`src/rtl/ysyx_23060208_lsu_axi_master.sv`:
```
// Load/store AXI4-Lite initiator: one pipeline request at a time, one response each.
// Optional misalignment trap: define YSYX_23060208_LSU_MISALIGN_CHECK_EN.
module ysyx_23060208_lsu_axi_master #(
  parameter int DATA_WIDTH = 32,
  parameter int ADDR_WIDTH = 32
) (
  input  logic                  clk,
  input  logic                  rst,

  input  logic                  req_valid,
  output logic                  req_ready,
  input  logic                  req_wen,
  input  logic [2:0]            req_funct3,
  input  logic [ADDR_WIDTH-1:0] req_addr,
  input  logic [DATA_WIDTH-1:0] req_wdata,

  output logic                  resp_valid,
  input  logic                  resp_ready,
  output logic [DATA_WIDTH-1:0] resp_rdata,
  output logic                  resp_err,

  output logic [ADDR_WIDTH-1:0] m_awaddr,
  output logic                  m_awvalid,
  input  logic                  m_awready,
  output logic [DATA_WIDTH-1:0] m_wdata,
  output logic [3:0]            m_wstrb,
  output logic                  m_wvalid,
  input  logic                  m_wready,
  input  logic [1:0]            m_bresp,
  input  logic                  m_bvalid,
  output logic                  m_bready,
  output logic [ADDR_WIDTH-1:0] m_araddr,
  output logic                  m_arvalid,
  input  logic                  m_arready,
  input  logic [DATA_WIDTH-1:0] m_rdata,
  input  logic [1:0]            m_rresp,
  input  logic                  m_rvalid,
  output logic                  m_rready
);

  typedef enum logic [2:0] {IDLE, AR, R, AW_W, B, RESP} state_t;

  state_t                state, state_next;
  logic [ADDR_WIDTH-1:0] addr_q;
  logic [2:0]            funct3_q;
  logic [DATA_WIDTH-1:0] wdata_q;
  logic                  aw_done, w_done;
  logic [DATA_WIDTH-1:0] rdata_q;
  logic                  err_q;

  logic [1:0]            byte_off;
  logic [4:0]            shamt;
  logic [DATA_WIDTH-1:0] rshift;
  logic [DATA_WIDTH-1:0] load_data;
  logic [3:0]            strb_base;
  logic                  misaligned;

`ifdef YSYX_23060208_LSU_MISALIGN_CHECK_EN
  // Halfword needs addr[0]==0, word needs addr[1:0]==0; bytes are always aligned.
  assign misaligned = ((req_funct3[1:0] == 2'b01) && req_addr[0]) ||
                      ((req_funct3[1:0] == 2'b10) && (req_addr[1:0] != 2'b00));
`else
  assign misaligned = 1'b0;
`endif

  assign byte_off = addr_q[1:0];
  assign shamt    = {byte_off, 3'b000};
  assign rshift   = m_rdata >> shamt;

  always_comb begin
    case (funct3_q)
      3'b000:  load_data = {{24{rshift[7]}},  rshift[7:0]};
      3'b001:  load_data = {{16{rshift[15]}}, rshift[15:0]};
      3'b100:  load_data = {24'h0, rshift[7:0]};
      3'b101:  load_data = {16'h0, rshift[15:0]};
      default: load_data = rshift;
    endcase
  end

  always_comb begin
    case (funct3_q[1:0])
      2'b00:   strb_base = 4'b0001;
      2'b01:   strb_base = 4'b0011;
      default: strb_base = 4'b1111;
    endcase
  end

  // Misaligned stores without the trap simply lose the lanes shifted past bit 31.
  assign m_wdata    = wdata_q << shamt;
  assign m_wstrb    = strb_base << byte_off;
  assign m_awaddr   = addr_q;
  assign m_araddr   = addr_q;
  assign resp_rdata = rdata_q;
  assign resp_err   = err_q;

  // NOTE: sequential state uses non-blocking assignments so every register samples pre-edge values.
  always_ff @(posedge clk) begin
    if (rst) state <= IDLE;
    else     state <= state_next;
  end

  // NOTE: every signal driven here gets a default first, so no path can infer a latch.
  always_comb begin
    state_next = state;
    req_ready  = 1'b0;
    m_arvalid  = 1'b0;
    m_rready   = 1'b0;
    m_awvalid  = 1'b0;
    m_wvalid   = 1'b0;
    m_bready   = 1'b0;
    resp_valid = 1'b0;
    unique case (state)
      IDLE: begin
        req_ready = 1'b1;
        if (req_valid) begin
          if (misaligned)   state_next = RESP;
          else if (req_wen) state_next = AW_W;
          else              state_next = AR;
        end
      end
      AR: begin
        m_arvalid = 1'b1;
        if (m_arready) state_next = R;
      end
      R: begin
        m_rready = 1'b1;
        if (m_rvalid) state_next = RESP;
      end
      AW_W: begin
        // Valids come only from state and done flags, never from the readies.
        m_awvalid = !aw_done;
        m_wvalid  = !w_done;
        if ((aw_done || m_awready) && (w_done || m_wready)) state_next = B;
      end
      B: begin
        m_bready = 1'b1;
        if (m_bvalid) state_next = RESP;
      end
      RESP: begin
        resp_valid = 1'b1;
        if (resp_ready) state_next = IDLE;
      end
      default: state_next = IDLE;
    endcase
  end

  // NOTE: datapath registers are reset too, so bus addresses and response data start at a known 0.
  always_ff @(posedge clk) begin
    if (rst) begin
      addr_q   <= '0;
      funct3_q <= '0;
      wdata_q  <= '0;
      aw_done  <= 1'b0;
      w_done   <= 1'b0;
      rdata_q  <= '0;
      err_q    <= 1'b0;
    end else begin
      case (state)
        IDLE: if (req_valid) begin
          addr_q   <= req_addr;
          funct3_q <= req_funct3;
          wdata_q  <= req_wdata;
          aw_done  <= 1'b0;
          w_done   <= 1'b0;
          if (misaligned) begin
            rdata_q <= '0;
            err_q   <= 1'b1;
          end
        end
        R: if (m_rvalid) begin
          rdata_q <= load_data;
          err_q   <= (m_rresp != 2'b00);
        end
        AW_W: begin
          if (m_awvalid && m_awready) aw_done <= 1'b1;
          if (m_wvalid && m_wready)   w_done  <= 1'b1;
        end
        B: if (m_bvalid) begin
          rdata_q <= '0;
          err_q   <= (m_bresp != 2'b00);
        end
        default: ;
      endcase
    end
  end

endmodule

```
`config.mk`:
```
export PLATFORM = sky130hd
export DESIGN_NAME = ysyx_23060208_lsu_axi_master
export DESIGN_NICKNAME = d
export VERILOG_FILES = /design/src/rtl/ysyx_23060208_lsu_axi_master.sv
export SDC_FILE = /design/constraint.sdc
export NUM_CORES = 1
export LEC_CHECK = 0
export ABC_CLOCK_PERIOD_IN_PS = 4059
export BUFFER_PORTS_ARGS = -buffer_cell sky130_fd_sc_hd__buf_2
export CORE_MARGIN = 5
export CORE_UTILIZATION = 51
export CTS_BUF_LIST = sky130_fd_sc_hd__clkbuf_4 sky130_fd_sc_hd__clkbuf_8
export CTS_CLUSTER_DIAMETER = 60
export DETAILED_ROUTE_END_ITERATION = 16
export PLACE_DENSITY_LB_ADDON = 0.15
export SLEW_MARGIN = 30
export SYNTH_ARGS = -nofsm -noshare
export SYNTH_HDL_FRONTEND = slang
export SYNTH_SLANG_ARGS = --single-unit
```
`constraint.sdc`:
```
create_clock -name clk -period 4.06 [get_ports clk]
set_clock_uncertainty 0.15 [all_clocks]
set_input_delay 0.406 -clock clk [delete_from_list [all_inputs] [get_ports clk]]
set_output_delay 0.406 -clock clk [all_outputs]
set_load 0.03 [all_outputs]
```
* After elaboration in Yosys (flattened, before gate mapping)
Cells that the tools add are included.
Widths: inputs -> output; s select.
** Word-level totals
- Bits in registers :: 105
- Input port bits :: 113
- Output and inout bits :: 140
** Operators by class
- Eq/ne operators :: 17
- Shift operators :: 3
- Mux-type cells :: 28
- Reductions and logical operators :: 19
** Operator list (count)
- $pmux 32 s4 :: 1
- $mux 32 :: 2
- $pmux 32 s2 :: 1
- $shl 32x5->32 :: 1
- $shr 32x5->32 :: 1
- $mux 3 :: 6
- $pmux 3 s6 :: 1
- $ne 2x2->1 const B :: 8
- $eq 3x3->1 const B :: 4
- $mux 1 :: 12
- $reduce_and 3->1 :: 3
- $pmux 4 s2 :: 1
- $reduce_bool 2->1 :: 4
- $eq 3x1->1 const B :: 2
- $eq 3x2->1 const B :: 2
- $logic_not 3->1 :: 2
- $pmux 1 s2 :: 3
- $reduce_and 6->1 :: 1
- $shl 4x2->4 :: 1
- $logic_and 1x1->1 :: 3
- $eq 2x1->1 const B :: 1
- $logic_not 1->1 :: 2
- $logic_not 2->1 :: 1
- $logic_or 1x1->1 :: 2
- 2 further kinds :: 2

* Depth between registers and ports, before layout
Gate-level depths: netlist of the first run.
- Depth after elaboration :: 5
- Mapped depth :: 8

* Worst setup path after synthesis of the first run
Ideal clock, no wire load.
- Path kind :: register to output
- Start :: reg addr_q[1], in the netlist m_araddr[1]
- End :: out m_wdata[16]
- Arrival time :: 2.051 ns
- Slack :: 1.453 ns
- Cell stages (with the launch flop) :: 6
- Path buffers :: 3
- Cell sequence :: dfxtp_1 > buf_6 > clkbuf_1 > buf_2 > mux2i_1 > o21ai_0
** Between the ends
- Cells in the longest elaborated chain, start to end :: 1
** RTL lines
- start, declared :: RTL line 44 : logic [ADDR_WIDTH-1:0] addr_q;
- start signal, assigned :: RTL line 160 : addr_q <= req_addr;
- $shl 32x5->32 :: RTL line 89 : assign m_wdata = wdata_q << shamt;
- end, declared :: RTL line 25 : output logic [DATA_WIDTH-1:0] m_wdata,
No other way between the ends.

* Worst setup path after layout of the first run
- Start :: reg state[1]
- End :: reg rdata_q[17], in the netlist resp_rdata[17]
** Between the ends
- Cells in the longest elaborated chain, start to end :: 3
- Elaborated cells between the ends (all ways) :: 7
- Those cells by class :: eq/ne: 4; mux: 1; reduce/logical: 2
** RTL lines
- start, declared :: RTL line 43 : state_t state, state_next;
- start signal, assigned :: RTL line 99 : else state <= state_next;
- $eq 3x2->1 or $eq 3x3->1 (tied branches) :: RTL line 158 : case (state)
- $ne 2x2->1 (no source line) or $reduce_bool 2->1 (tied branches)
- $reduce_and 3->1 (no source line)
- end signal, assigned :: RTL line 171 : rdata_q <= load_data;
- end, declared :: RTL line 48 : logic [DATA_WIDTH-1:0] rdata_q;
Several ways; a longest one is shown, not always the timed one.
A chain may end at the register's enable or synchronous reset.

==> results of run 1 <==
-- final timing paths --
| path | to | depth (start not counted) |
|---|---|---|
| max reg2reg | resp_rdata[17] | 4 |
| min reg2reg | wdata_q[28] | 2 |
| min | m_araddr[1] | 3 |
| max | resp_rdata[17] | 4 |
-- power groups by stage --
stage	sequential, mW	combinational, mW	clock [mW]
3_3_place_gp	1.23	0.927	0
3_5_place_dp	1.24	0.938	0
6_report	1.22	0.933	0.584
5_1_grt	1.23	1.01	0.640
4_1_cts	1.22	0.940	0.602
2_1_floorplan	1.29	0.637	0
-- metrics by stage --
step / power, mW / area [um^2]
3_3_place_gp: 2.160 / 6130
6_report: 2.734 / 6305
4_1_cts: 2.758 / 6300
3_5_place_dp: 2.177 / 6130
5_1_grt: 2.880 / 6305
2_1_floorplan: 1.929 / 5140
-- critical path, stage by stage (launching register included) --
cell and delay [ps]:
dfxtp_1 550, and4bb_1 500, nor2b_1 640, and3b_1 460, a221o_1 200
-- kinds of logic (layout without fill, tap and decap cells) --
logic type / after synthesis / in the layout / share of synthesized area (%)
AND/OR/NAND/NOR: 223 / 223 / 19.35
flip-flops: 105 / 105 / 40.90
buffers and inverters: 86 / 276 / 9.737
other: 0 / 1 / 0
multiplexers: 44 / 44 / 10.74
XOR/XNOR: 1 / 1 / 0.1704
AO/OA/AOI/OAI: 155 / 155 / 19.11
-- metal layers --
metal / vias to the layer above / routed length (um) / track usage (%)
met5: - / 13 / 0
met4: 2 / 496 / 11.35
met3: 34 / 1373 / 5.824
met2: 217 / 7668 / 44.19
met1: 2278 / 5894 / 28.18
li1: 2455 / - / -
-- cells in the final DEF (no fill, tap or decap), types with 3 or more instances in the layout --
cell type / instances
a211oi_1: 9
a21oi_1: 82
a221o_1: 16
a22o_1: 8
a22oi_1: 8
and2_1: 8
buf_2: 252
buf_4: 6
clkbuf_8: 10
dfxtp_1: 103
inv_1: 3
mux2_2: 9
mux2i_1: 27
mux4_2: 8
nand2_1: 145
nand3b_1: 10
nor2_1: 30
nor2b_1: 9
nor3_1: 4
o21a_1: 8
o21ai_0: 17
-- flip-flops by register name, summed over array words and instances, names as in the netlist --
name / cells
aw_done: 1
funct3_q: 3
m_araddr: 32
resp_err: 1
resp_rdata: 32
state: 3
w_done: 1
wdata_q: 32
-- final cells by class --
| type | count | area (um^2) |
|---|---|---|
| multi-input cells | 423 | 2541 |
| repair buffers | 258 | 1306 |
| well taps | 133 | 166.4 |
| clock inverters | 3 | 17.52 |
| inverters | 3 | 11.26 |
| fillers | 920 | 3515 |
| clock buffers | 12 | 152.6 |
| diodes | 1 | 2.502 |
| flip-flops and latches | 105 | 2107 |
==> impl_metrics.json, run 1 <==
{
  "drtPass1Iterations": 5,
  "ys_warn_count": 0,
  "core_area_mm2": 0.009819,
  "post_cts_buffers": 0,
  "num_rows": 36,
  "drv_slew": 0,
  "grt_pass1_wl_mm": 23.66,
  "yosysTopAreaCellShare_pct": 40.90,
  "status": "finished clean",
  "switching_share_pct": 38.74,
  "fmax_ghz": 0.3927,
  "end_kind": "flip-flop",
  "clockBufferDepth": 2,
  "nets": 913,
  "netlist_instances": 614,
  "start_kind": "flip-flop",
  "wire_per_inst_um": 16.47,
  "reg2reg_from": "state[1]",
  "p_int_mw": 1.675,
  "crit_arrival_ps": 2700,
  "postCtsHoldBufs": 0,
  "grt.overflow.total": 0,
  "worstSkewPairLatency_ps": 350,
  "synth-seq-cells": 105,
  "synthFlopType": "dfxtp_1",
  "die_w_um": 110.4,
  "finalCoreUtilization_pct": 64.21,
  "crit_start": "state[1]",
  "remaining_drc_errors": 0,
  "drt_iter0_drc": 254,
  "async_reset_ff_share_pct": 0,
  "clock_sinks": 105,
  "syn-cell-area_mm2": 0.005140,
  "seq_power_share_pct": 44.5,
  "p_leak_nw": 2.940,
  "clkTransAtPathRegs_ps": 100,
  "finalSetupViolations": 0,
  "required_ps": 4210,
  "die-area_mm2": 0.01219,
  "cap_viol_max_count": 0,
  "post-route-min-period_ps": 2546,
  "fin_cells": 938,
  "dp_slack_ps": 1543,
  "cts_buffers": 9,
  "grt_max_degree": 49,
  "p_comb_share_pct": 34.1,
  "finalWirelength_mm": 15.45,
  "syn-num-nets": 727,
  "ys_types": 42,
  "cts-root-buf": "clkbuf_8",
  "reg2reg_slack_ps": 1510,
  "grt_antenna_before_repair": 2,
  "finalHoldViolCount": 0,
  "path_class": "flip-flop to flip-flop",
  "avgSynthCellArea_um2": 8.371,
  "ant_nets": 0,
  "peakVddDrop_mv": 0.2429,
  "place_inst": 922,
  "rsz0062_at_grt": "no",
  "synth_top_area_cell": "dfxtp_1",
  "power_switching_mw": 1.059,
  "gp_congestion": 0.8904,
  "p_clk_share_pct": 21.4,
  "cp_max_fo": 11,
  "slew_headroom_pct": 39.87,
  "port_buffers": 252,
  "cts_resized": 0,
  "vias": 4986,
  "hold_class": "input pin to flip-flop",
  "yosysSeqAreaShare_pct": 40.90,
  "holdWs_ps": 128.7,
  "area_growth_pct": 22.66,
  "viasPerCell": 5.316,
  "tns_ps": 0,
  "yosysMostFrequentCell": "nand2_1",
  "worst_slew_pin_slew_ps": 901.0,
  "synth_enable_flop_cells": 0,
  "io_pins": 253,
  "hold_start": "req_addr[1]",
  "initial_core_util_pct": 52.34,
  "synth_common_cells": "nand2_1 (146), dfxtp_1 (105), a21oi_1 (82)",
  "drive_gt1_share_pct": 37.19,
  "cts-htree-levels": 3,
  "grt_use_total_pct": 24.87,
  "first_global_vias": 4931,
  "cts_tree": "yes",
  "die_h_um": 110.4,
  "pwr_density_cell_mw_per_mm2": 433.6,
  "dp_hpwl_mm": 11.92,
  "synthTopCellsByArea": "dfxtp_1 (41%), nand2_1 (11%), a21oi_1 (8.0%)",
  "fin_crit_sh_pct": 62.72,
  "fin_ws_ps": 1514
}
Power figures use the tool's default switching activity.
==> run 2, diff against run 1 <==
--- a/config.mk
+++ b/config.mk
@@ -5,10 +5,10 @@
 export SDC_FILE = /design/constraint.sdc
 export NUM_CORES = 1
 export LEC_CHECK = 0
-export ABC_CLOCK_PERIOD_IN_PS = 4059
+export ABC_CLOCK_PERIOD_IN_PS = 2450
 export BUFFER_PORTS_ARGS = -buffer_cell sky130_fd_sc_hd__buf_2
 export CORE_MARGIN = 5
-export CORE_UTILIZATION = 51
+export CORE_UTILIZATION = 48
 export CTS_BUF_LIST = sky130_fd_sc_hd__clkbuf_4 sky130_fd_sc_hd__clkbuf_8
 export CTS_CLUSTER_DIAMETER = 60
 export DETAILED_ROUTE_END_ITERATION = 16
==> constraint.sdc (replaced) <==
create_clock -name clk -period 2.45 [get_ports clk]
set_clock_uncertainty 0.15 [all_clocks]
set_input_delay 0.245 -clock clk [delete_from_list [all_inputs] [get_ports clk]]
set_output_delay 0.245 -clock clk [all_outputs]
set_load 0.03 [all_outputs]
==> impl_metrics.json, run 2 (synthesis results as in run 1) <==
{
  "crit_arrival_ps": 1870,
  "cts_tree": "yes",
  "finalHoldViolCount": 0,
  "grt_max_degree": 54,
  "final_cell_mix": "buf_2 (252), nand2_1 (145), dfxtp_1 (103), a21oi_1 (82), dlygate4sd3_1 (74)",
  "post_cts_buffers": 0,
  "required_ps": 2060,
  "viasPerCell": 5.421,
  "diodes": 0,
  "clkTransAtPathRegs_ps": 100,
  "drv_slew": 0,
  "num_rows": 37,
  "slowest_delay_ps": 530,
  "cap_viol_max_count": 0,
  "nets": 994,
  "drtPass1Iterations": 5,
  "ant_nets": 0,
  "die-area_mm2": 0.01288,
  "grt_use_total_pct": 25.87,
  "cts-root-buf": "clkbuf_8",
  "place_area_mm2": 0.006211,
  "dp_hpwl_mm": 11.94,
  "core_area_mm2": 0.01037,
  "hold_class": "input pin to flip-flop",
  "post-route-min-period_ps": 2267,
  "critPathSlowestCell": "dfxtp_2",
  "io_pins": 253,
  "remaining_drc_errors": 0,
  "crit_start": "m_araddr[1]",
  "grt_pass1_wl_mm": 27.22,
  "fill_cells": 847,
  "crit_chain": "buf_6 -> mux2i_1 -> o21ai_0 -> buf_2",
  "crit_buf_inv": 2,
  "cts-htree-levels": 3,
  "final_common_cell": "buf_2",
  "initial_core_util_pct": 49.57,
  "regArea_mm2": 0.002105,
  "cp_max_fo": 36,
  "clock_sinks": 105,
  "design_area_mm2": 0.007173,
  "path_class": "flip-flop to output pin",
  "peakVddDrop_mv": 0.4091,
  "hold_start": "m_rdata[25]",
  "fin_crit_sh_pct": 92.55,
  "gp_congestion": 0.8557,
  "wire_per_inst_um": 16.88,
  "area_growth_pct": 39.56,
  "worstSkewPairLatency_ps": 370,
  "holdWs_ps": 19.52,
  "end_kind": "output pin",
  "clockBufferDepth": 2,
  "worst_slew_pin_slew_ps": 925.6,
  "port_buffers": 252,
  "critPathTopFamily": "buffers and inverters",
  "fmax_ghz": 0.4410,
  "start_kind": "flip-flop",
  "drive_gt1_share_pct": 34.65,
  "reg2reg_from": "state[2]",
  "slew_headroom_pct": 38.23,
  "pwr_density_cell_mw_per_mm2": 684.3,
  "finalSetupViolations": 0,
  "grt_antenna_before_repair": 0,
  "status": "finished clean",
  "die_w_um": 113.5,
  "die_h_um": 113.5,
  "tns_ps": 0,
  "p_leak_nw": 3.309,
  "first_global_vias": 5418,
  "rsz0062_at_grt": "no",
  "grt.overflow.total": 0,
  "drt_iter0_drc": 449,
  "cts_buffers": 9,
  "finalWirelength_mm": 17.25,
  "multi_input_area_mm2": 0.002541,
  "vias": 5540
}
-- run 2: cell types whose count changed in the layout (fill, tap and decap cells not counted), sizes merged --
cell / change
clkinvlp: +1
buf: +7
inv: +1
bufinv: +2
clkbuf: -3
dlygate4sd3: +74
diode: -1
-- run 2: final timing paths --
| path | endpoint | slack, ps | depth (start not counted) |
|---|---|---|---|
| min | resp_rdata[25] | 20 | 2 |
| min reg2reg | wdata_q[17] | 310 | 2 |
| max reg2reg | resp_rdata[29] | 220 | 4 |
| max | m_wdata[21] | 180 | 4 |
-- run 2: cell type report --
class,instances,area share (%)
well taps,136,2.372
clock inverters,7,1.308
flip-flops and latches,105,29.34
clock buffers,9,1.727
multi-input cells,423,35.43
inverters,3,0.1570
repair buffers,339,29.67
-- run 2: timing repair --
action	CTS	global route
gates resized for setup	0	1
hold buffers	74	0
hold endpoints to repair	74	0
endpoints found under the setup margin	0	6
-- run 2: worst reg2reg max path: cells and delay by family (launching register included) --
kind               cells  cell delay (ps)
DFF                    1              530
and+or+nand+nor        3             1210
AOI/OAI and AO/OA      1              290
-- run 2: power breakdown --
part	internal, mW	leakage (nW)	total [mW]	switching (mW)
combinational	0.612	2.35	1.72	1.11
clock	0.576	0.106	1.19	0.613
sequential	1.86	0.857	2.00	0.139
-- run 2: layer usage --
metal  wire length (um)  global-route usage, %  share of wire, %
met4                630                  12.18               3.7
met1               6757                  31.07                39
met2               8379                  43.66                49
met3               1485                  6.048               8.6
met5                  0                      0                 0
-- run 2: metrics by stage --
stage,util [%],power [mW],std cells,setup slack [ps]
6_report,69.17,4.908,1022,182.5
5_1_grt,69.17,5.141,1022,39.96
4_1_cts,69.14,4.918,1022,42.48
3_5_place_dp,59.89,3.646,932,260.7
3_3_place_gp,59.89,3.618,932,377.2
2_1_floorplan,-,3.196,614,3.978
==> run 3, diff against run 2 <==
--- a/config.mk
+++ b/config.mk
@@ -7,12 +7,15 @@
 export LEC_CHECK = 0
 export ABC_CLOCK_PERIOD_IN_PS = 2450
 export BUFFER_PORTS_ARGS = -buffer_cell sky130_fd_sc_hd__buf_2
+export CELL_PAD_IN_SITES_DETAIL_PLACEMENT = 0
+export CELL_PAD_IN_SITES_GLOBAL_PLACEMENT = 2
 export CORE_MARGIN = 5
-export CORE_UTILIZATION = 48
+export CORE_UTILIZATION = 26
 export CTS_BUF_LIST = sky130_fd_sc_hd__clkbuf_4 sky130_fd_sc_hd__clkbuf_8
 export CTS_CLUSTER_DIAMETER = 60
 export DETAILED_ROUTE_END_ITERATION = 16
 export PLACE_DENSITY_LB_ADDON = 0.15
+export SKIP_LAST_GASP = 1
 export SLEW_MARGIN = 30
 export SYNTH_ARGS = -nofsm -noshare
 export SYNTH_HDL_FRONTEND = slang
==> impl_metrics.json, run 3 (synthesis results as in run 1) <==
{
  "p_clk_share_pct": 23.9,
  "status": "finished clean",
  "required_ps": 2060,
  "place_inst": 1061,
  "peakVddDrop_mv": 0.2241,
  "final_cell_mix": "buf_2 (252), nand2_1 (145), dfxtp_1 (103), a21oi_1 (82), dlygate4sd3_1 (75)",
  "clockBufferDepth": 2,
  "num_rows": 51,
  "holdWs_ps": 72.81,
  "die_w_um": 150.6,
  "drt_iter0_drc": 172,
  "drv_slew": 0,
  "reg2reg_from": "state[2]",
  "hold_class": "input pin to flip-flop",
  "fill_cells": 2073,
  "remaining_drc_errors": 0,
  "port_buffers": 252,
  "crit_arrival_ps": 1890,
  "worstSkewPairLatency_ps": 390,
  "ant_nets": 0,
  "fin_cells": 1152,
  "slew_headroom_pct": 37.82,
  "die-area_mm2": 0.02268,
  "p_comb_share_pct": 35.4,
  "start_kind": "flip-flop",
  "io_pins": 253,
  "critPathTopFamily": "simple AND/OR/NAND/NOR gates",
  "first_global_vias": 5316,
  "final_common_cell": "buf_2",
  "core_area_mm2": 0.01946,
  "wire_per_inst_um": 16.07,
  "slowest_delay_ps": 590,
  "crit_start": "m_araddr[0]",
  "fin_crit_sh_pct": 93.46,
  "clock_sinks": 105,
  "drtPass1Iterations": 4,
  "rsz0062_at_grt": "no",
  "drive_gt1_share_pct": 34.72,
  "post-route-min-period_ps": 2290,
  "cp_max_fo": 19,
  "grt.overflow.total": 0,
  "die_h_um": 150.6,
  "cts_tree": "yes",
  "seq_power_share_pct": 40.7,
  "cts-htree-levels": 3,
  "dp_slack_ps": 103.3,
  "finalWirelength_mm": 18.51,
  "pwr_density_cell_mw_per_mm2": 667.0,
  "power_switching_mw": 1.926,
  "hold_start": "resp_ready",
  "cap_viol_max_count": 0,
  "initial_core_util_pct": 26.41,
  "diodes": 0,
  "grt_max_degree": 82,
  "grt_use_total_pct": 15.84,
  "switching_share_pct": 39.34,
  "post_cts_buffers": 0,
  "tns_ps": 0,
  "critPathSlowestCell": "nor2_1",
  "clkTransAtPathRegs_ps": 110,
  "cts_buffers": 9,
  "crit_chain": "nor2_1 -> and2_1 -> buf_2",
  "viasPerCell": 4.582,
  "fmax_ghz": 0.4367,
  "regArea_mm2": 0.002105,
  "area_growth_pct": 42.77,
  "worst_slew_pin_slew_ps": 931.7,
  "nets": 995,
  "grt_pass1_wl_mm": 28.48,
  "multi_input_area_mm2": 0.002544,
  "p_int_mw": 2.969,
  "cts-root-buf": "clkbuf_8",
  "grt_antenna_before_repair": 1,
  "gp_congestion": 0.7611,
  "crit_buf_inv": 1,
  "report.power.total_mw": 4.895,
  "finalHoldViolCount": 0,
  "end_kind": "output pin",
  "p_leak_nw": 3.313,
  "fin_ws_ps": 160.3,
  "path_class": "flip-flop to output pin",
  "finalSetupViolations": 0,
  "vias": 5278,
  "dp_hpwl_mm": 14.02
}
## run 3: cell types whose count changed in the layout (fill, tap and decap cells not counted), sizes merged
cell         before  now
inv               4    8
dlygate4sd3      74   75
bufinv            2    1
clkinvlp          2    0
clkinv            2    1
## run 3: worst register-to-register path: cells and delay by family (launching register included)
| family | cells | cell delay [ps] |
|---|---|---|
| AO/OA/AOI/OAI | 1 | 290 |
| AND/OR/NAND/NOR | 3 | 1250 |
| flip-flops | 1 | 520 |
## run 3: power groups by stage
stage	Clock (mW)	Sequential [mW]	Combinational, mW
floorplan	0	2.14	1.06
global placement	0	2.03	1.66
detailed placement	0	2.03	1.66
CTS	1.24	1.99	1.76
global route	1.29	2.02	1.88
finish	1.17	1.99	1.73
## run 3: cell type report
cell class              count  area share [%]
flip-flops and latches    105           28.68
well taps                 265           4.518
inverters                   3          0.1535
repair buffers            340           29.14
multi-input cells         423           34.66
clock buffers               9           1.688
clock inverters             7           1.159
## run 3: final timing paths
kind                                        to  slack, ps  cells after the start
worst max-delay path                m_wdata[4]        160                      3
worst min-delay path                  state[2]         70                      4
worst max register to register  resp_rdata[29]        200                      4
worst min register to register     wdata_q[25]        310                      2
## run 3: per-layer routing
layer,track usage (%),wire (um)
met5,0,7
met4,5.213,350
met3,3.161,1277
met2,27.56,8902
met1,19.61,7970
## run 3: metrics by stage
step | utilization, % | area [um^2]
final | 37.70 | 7338
after global routing | 37.70 | 7338
after CTS | 37.67 | 7332
after detailed placement | 32.74 | 6372
after global placement | 32.74 | 6372
after floorplan | - | 5140
## run 3: repair_timing
action / 4_1_cts / 5_1_grt
hold buffers: 75 / 0
hold endpoints to repair: 75 / 0
resized for setup: 0 / 2
endpoints found under the setup margin: 0 / 25
